`src/rtl/pow_defs.sv`:
```
// Shared FSM encodings and default widths for the pow_ctrl exponentiation block.
package pow_defs;

  localparam int unsigned DATA_W_DEF = 8;
  localparam int unsigned EXP_W_DEF  = 4;
  localparam int unsigned OUT_W_DEF  = 32;

  typedef enum logic [1:0] {
    IDLE = 2'd0,
    MUL  = 2'd1,
    SQR  = 2'd2,
    DONE = 2'd3
  } state_t;

endpackage

```
`src/rtl/pow_mul.sv`:
```
// Combinational W x W multiplier returning the low half and a flag for a nonzero high half.
module pow_mul #(
  parameter int unsigned W = 32
) (
  input  logic [W-1:0] a,
  input  logic [W-1:0] b,
  output logic [W-1:0] prod_lo,
  output logic         hi_nz
);

  logic [2*W-1:0] full;

  always_comb begin
    full    = {{W{1'b0}}, a} * {{W{1'b0}}, b};
    prod_lo = full[W-1:0];
    hi_nz   = |full[2*W-1:W];
  end

endmodule

```
`src/rtl/pow_ctrl.sv`:
```
// Square-and-multiply p**q engine with valid/ready handshakes and a sticky overflow flag.
module pow_ctrl
  import pow_defs::*;
#(
  parameter int unsigned DATA_W = DATA_W_DEF,
  parameter int unsigned EXP_W  = EXP_W_DEF,
  parameter int unsigned OUT_W  = OUT_W_DEF
) (
  input  logic              clk,
  input  logic              rst,
  input  logic [DATA_W-1:0] data_in,
  input  logic [EXP_W-1:0]  exp_in,
  input  logic              data_in_valid,
  output logic              data_in_ready,
  output logic [OUT_W-1:0]  data_out,
  output logic              data_out_valid,
  input  logic              data_out_ready,
  output logic              overflow
);

  state_t             state_q, state_d;
  logic [OUT_W-1:0]   acc_q, acc_d;
  logic [OUT_W-1:0]   base_q, base_d;
  logic [EXP_W-1:0]   e_q, e_d;
  logic               ovf_q, ovf_d;

  logic [OUT_W-1:0]   mul_a;
  logic [OUT_W-1:0]   prod_lo;
  logic               prod_hi_nz;
  logic [EXP_W-1:0]   e_shr;

  // Single shared multiplier: SQR squares the base, every other state feeds acc*base.
  assign mul_a = (state_q == SQR) ? base_q : acc_q;
  assign e_shr = e_q >> 1;

  pow_mul #(.W(OUT_W)) u_mul (
    .a       (mul_a),
    .b       (base_q),
    .prod_lo (prod_lo),
    .hi_nz   (prod_hi_nz)
  );

  always_comb begin
    state_d = state_q;
    acc_d   = acc_q;
    base_d  = base_q;
    e_d     = e_q;
    ovf_d   = ovf_q;
    unique case (state_q)
      IDLE: begin
        if (data_in_valid) begin
          acc_d   = OUT_W'(1);
          base_d  = OUT_W'(data_in);
          e_d     = exp_in;
          ovf_d   = 1'b0;
          state_d = (exp_in == '0) ? DONE : MUL;
        end
      end
      MUL: begin
        // Only products actually kept count toward overflow.
        if (e_q[0]) begin
          acc_d = prod_lo;
          if (prod_hi_nz) ovf_d = 1'b1;
        end
        state_d = SQR;
      end
      SQR: begin
        if (e_shr == '0) begin
          state_d = DONE;
        end else begin
          base_d  = prod_lo;
          e_d     = e_shr;
          if (prod_hi_nz) ovf_d = 1'b1;
          state_d = MUL;
        end
      end
      DONE: begin
        if (data_out_ready) state_d = IDLE;
      end
      default: state_d = IDLE;
    endcase
  end

  always_ff @(posedge clk or posedge rst) begin
    if (rst) begin
      state_q <= IDLE;
      acc_q   <= '0;
      base_q  <= '0;
      e_q     <= '0;
      ovf_q   <= 1'b0;
    end else begin
      state_q <= state_d;
      acc_q   <= acc_d;
      base_q  <= base_d;
      e_q     <= e_d;
      ovf_q   <= ovf_d;
    end
  end

  assign data_in_ready  = (state_q == IDLE);
  assign data_out_valid = (state_q == DONE);
  assign data_out       = acc_q;
  assign overflow       = ovf_q;

endmodule

```
`config.mk`:
```
export PLATFORM = sky130hd
export DESIGN_NAME = pow_ctrl
export DESIGN_NICKNAME = d
export VERILOG_FILES = /design/src/rtl/pow_defs.sv /design/src/rtl/pow_mul.sv /design/src/rtl/pow_ctrl.sv
export SDC_FILE = /design/constraint.sdc
export NUM_CORES = 2
export LEC_CHECK = 0
export BUFFER_PORTS_ARGS = -buffer_cell sky130_fd_sc_hd__clkbuf_2
export CELL_PAD_IN_SITES_DETAIL_PLACEMENT = 1
export CELL_PAD_IN_SITES_GLOBAL_PLACEMENT = 2
export CORE_MARGIN = 2
export CORE_UTILIZATION = 44
export DETAILED_ROUTE_END_ITERATION = 12
export PLACE_DENSITY_LB_ADDON = 0.1
export SYNTH_ARGS = -nofsm -noshare
export SYNTH_HDL_FRONTEND = slang
export SYNTH_HIERARCHICAL = 1
export SYNTH_SLANG_ARGS = --single-unit
```
`constraint.sdc`:
```
create_clock -name clk -period 11.7 [get_ports clk]
set_input_delay 2.925 -clock clk [delete_from_list [all_inputs] [get_ports clk]]
set_output_delay 2.925 -clock clk [all_outputs]
set_load 0.005 [all_outputs]
```
==> run_summary.xml <==
<?xml version="1.0" encoding="UTF-8"?>
<metrics>
  <group name="run_status">
    <metric name="outcome" unit="">finished clean</metric>
  </group>
  <group name="layout">
    <metric name="most-common-layout-cells" unit="">sky130_fd_sc_hd__fa_1 (896), sky130_fd_sc_hd__inv_1 (745), sky130_fd_sc_hd__and2_1 (594), sky130_fd_sc_hd__nand2_1 (505), sky130_fd_sc_hd__ha_1 (267)</metric>
    <metric name="final_area" unit="mm2">0.0381</metric>
    <metric name="area_growth_syn_to_fin" unit="%">3.79</metric>
    <metric name="nets" unit="">4959</metric>
    <metric name="drive_gt1_share" unit="%">5.95</metric>
    <metric name="final_common_cell" unit="">sky130_fd_sc_hd__fa_1</metric>
  </group>
  <group name="timing">
    <metric name="final.setup.tns" unit="ns">0</metric>
    <metric name="achievable-frequency" unit="MHz">92.9</metric>
    <metric name="timing_worst_slew_pin_value" unit="ns">1.07</metric>
    <metric name="setup_viol" unit="">0</metric>
    <metric name="unrepaired_setup_endpoints_after_global_routing" unit="">no</metric>
    <metric name="final_min_period_over_clock_period" unit="%">92.0</metric>
    <metric name="clock-skew-final" unit="ns">0.00778</metric>
    <metric name="finalWorstPathRequiredPeriod" unit="ns">10.76</metric>
    <metric name="final-max-slew-violation-count" unit="">0</metric>
    <metric name="worst_case_headroom_to_the_max_slew_limit" unit="%">28.4</metric>
    <metric name="setup_ws" unit="ns">0.937</metric>
    <metric name="hold_fails_final_rpt" unit="">0</metric>
  </group>
  <group name="die">
    <metric name="num_io_pins" unit="">51</metric>
    <metric name="fp-row-count" unit="">105</metric>
    <metric name="floorplan.die.height" unit="um">293</metric>
    <metric name="start_util" unit="%">44.5</metric>
    <metric name="placeableCoreArea" unit="mm2">0.0824</metric>
    <metric name="fp.dieW" unit="um">293</metric>
    <metric name="die-area" unit="mm2">0.0857</metric>
  </group>
  <group name="yosys">
    <metric name="number_of_warnings_printed_during_yosys_synthesis" unit="">6</metric>
    <metric name="mappedNetlistArea" unit="mm2">0.0367</metric>
    <metric name="distinct_cells_synth" unit="">91</metric>
    <metric name="synth_enable_flop_cells" unit="">0</metric>
    <metric name="compound_gate_portion_of_the_synthesized_area" unit="%">5.78</metric>
    <metric name="yosys-mux-area-fraction" unit="%">1.80</metric>
    <metric name="synth_simple_gate_area_share" unit="%">18.1</metric>
    <metric name="portion_of_the_post_synthesis_area_used_by_sequential_elements" unit="%">4.84</metric>
    <metric name="async_sr_flop_fraction" unit="%">100</metric>
    <metric name="synthFlopType" unit="">sky130_fd_sc_hd__dfrtp_1</metric>
    <metric name="synth.avg_cell_area" unit="um2">9.41</metric>
    <metric name="synthesis.instances" unit="">3897</metric>
    <metric name="synth_top_family_by_area" unit="">adder cells</metric>
    <metric name="synthAdderAreaFrac" unit="%">58.0</metric>
    <metric name="synthXorXnorAreaFrac" unit="%">1.05</metric>
    <metric name="postSynthRegisterBits" unit="">71</metric>
    <metric name="synthesis.nets" unit="">5077</metric>
  </group>
  <group name="clock_tree">
    <metric name="ctsHoldBuffers" unit="">0</metric>
    <metric name="later_pin_clock_latency_in_the_skew_report" unit="ns">0.35</metric>
    <metric name="tritoncts.num_buffers" unit="">9</metric>
    <metric name="cts_resized" unit="">0</metric>
    <metric name="clock-root-buffer" unit="">sky130_fd_sc_hd__clkbuf_16</metric>
    <metric name="cts.sink_count" unit="">71</metric>
    <metric name="buffer_depth_of_the_longest_clock_path" unit="">2</metric>
    <metric name="post_cts.repair.setup_buffers" unit="">0</metric>
    <metric name="htree_levels" unit="">3</metric>
    <metric name="cts_tree" unit="">built</metric>
    <metric name="clkSlewWorstSetupHoldPaths" unit="ns">0.06</metric>
  </group>
  <group name="global_routing">
    <metric name="grt_first_pass_wirelength" unit="um">194000</metric>
    <metric name="maximum_number_of_pins_on_one_net_before_global_route_repair" unit="">72</metric>
    <metric name="antenna_found_initial" unit="">8</metric>
    <metric name="first_global_vias" unit="">32100</metric>
    <metric name="grt-ovfl-total" unit="">0</metric>
    <metric name="grt_usage" unit="%">30.2</metric>
  </group>
  <group name="placement">
    <metric name="detailed_place.area" unit="mm2">0.0378</metric>
    <metric name="placement_stage_worst_setup_slack" unit="ns">0.995</metric>
    <metric name="finalWeightedCongestion" unit="">0.896</metric>
    <metric name="dpl.hpwl" unit="um">97900</metric>
    <metric name="placement.io_buffers" unit="">50</metric>
  </group>
  <group name="routing">
    <metric name="drtAntennaViolNets" unit="">0</metric>
    <metric name="dr_total_vias" unit="">26700</metric>
    <metric name="drtIter0Drc" unit="">1431</metric>
    <metric name="postRouteWirelength" unit="um">124000</metric>
    <metric name="drtPass1Iterations" unit="">5</metric>
    <metric name="route.detailed.wl_per_inst" unit="um">25.5</metric>
    <metric name="avgViaCountPerCell" unit="">5.49</metric>
    <metric name="post-route-drc-count" unit="">0</metric>
  </group>
  <group name="critical_path">
    <metric name="crit_type" unit="">flop to flop</metric>
    <metric name="setup.worst_path.start_class" unit="">flop</metric>
    <metric name="crit_fanout" unit="">39</metric>
    <metric name="max_stage_delay" unit="ns">0.91</metric>
    <metric name="worst_path_most_repeated_cell" unit="">sky130_fd_sc_hd__fa_1</metric>
    <metric name="timing.critical_path.to_type" unit="">flop</metric>
    <metric name="slowest_library_cell_on_the_worst_path" unit="">sky130_fd_sc_hd__ha_2</metric>
    <metric name="critPathArrivalTime" unit="ns">10.97</metric>
    <metric name="timing.critical_path.required" unit="ns">11.90</metric>
  </group>
  <group name="min_path">
    <metric name="timing.hold.worst.class" unit="">flop to flop</metric>
  </group>
  <group name="job">
    <metric name="maxCapViolCount" unit="">0</metric>
  </group>
</metrics>
synthesized netlist by cell type, types with 20 or more instances:
cell,n,share of area (%)
sky130_fd_sc_hd__nand2_1,505,5.2
sky130_fd_sc_hd__ha_1,268,9.1
sky130_fd_sc_hd__xnor2_1,28,0.67
sky130_fd_sc_hd__a21oi_1,76,1.0
sky130_fd_sc_hd__and2_1,594,10
sky130_fd_sc_hd__clkbuf_1,207,2.1
sky130_fd_sc_hd__dfrtp_1,71,4.8
sky130_fd_sc_hd__mux2_2,49,1.5
sky130_fd_sc_hd__o21ai_0,40,0.55
sky130_fd_sc_hd__nand4_1,33,0.56
sky130_fd_sc_hd__a22o_1,55,1.3
sky130_fd_sc_hd__nor2_1,54,0.55
sky130_fd_sc_hd__buf_2,20,0.27
sky130_fd_sc_hd__fa_1,896,49
sky130_fd_sc_hd__inv_1,746,7.6
sequential cells by signal, indices dropped and copies added (netlist names):
signal / count
base_q: 32
data_out: 32
e_q: 4
overflow: 1
state_q: 2
worst max-delay path: cells and delay by family (launching register included):
family	cells	cell delay, ns
AOI/OAI and AO/OA	7	1.40
adders and majority gates	10	5.47
buffers and inverters	8	0.79
DFF	1	0.44
muxes	1	0.62
and+or+nand+nor	8	1.84
path summary, 6_finish.rpt:
kind / startpoint / end / slack, ns / depth (start not counted)
max in group asynchronous: rst / base_q[8]$_DFFE_PP0P_ / 8.18 / 3
min in group asynchronous: rst / data_out[3]$_DFFE_PP0P_ / 2.84 / 3
min reg2reg: e_q[0]$_DFFE_PP0P_ / e_q[0]$_DFFE_PP0P_ / 0.51 / 1
max: state_q[0]$_DFFE_PP0P_ / overflow$_DFFE_PP0P_ / 0.94 / 34
min: e_q[0]$_DFFE_PP0P_ / e_q[0]$_DFFE_PP0P_ / 0.51 / 1
max reg2reg: state_q[0]$_DFFE_PP0P_ / overflow$_DFFE_PP0P_ / 0.94 / 34
logic make-up (layout without fill, tap and decap cells):
family / Yosys count / in the layout
AND/OR/NAND/NOR: 1276 / 1276
flip-flops: 71 / 71
AO/OA/AOI/OAI: 294 / 294
buffers and inverters: 989 / 876
adder cells (fa/ha/maj): 1164 / 1164
XOR/XNOR: 44 / 44
other: 0 / 6
multiplexers: 59 / 59
through the flow:
step,hold WS (ns),utilization [%],std cells
2_1_floorplan,0.469,-,3897
3_3_place_gp,0.492,45.8,4838
3_5_place_dp,0.503,45.8,4838
4_1_cts,0.517,46.2,4854
5_1_grt,0.541,46.2,4854
6_report,0.512,46.2,4860
metal layers:
layer / global-route usage (%) / wire [um] / part of all wire, %
met1: 41.6 / 55000 / 44
met4: 7.99 / 3650 / 3.0
met5: 0 / 7 / 0.0057
met2: 49.6 / 57600 / 46
met3: 5.09 / 7610 / 6.1
cell type report:
class                           count  area [um2]
Multi-Input combinational cell   2837       31100
Fill cell                        9344       44300
Clock buffer                        9         225
Antenna cell                        6        15.0
Sequential cell                    71        1780
Tap cell                         1070        1340
Inverter                          746        2800
Clock inverter                      7        78.8
Timing Repair Buffer              114         731
Power is not shown: default switching activity piles up to over one toggle a cycle in this logic, so the estimate is an artifact.
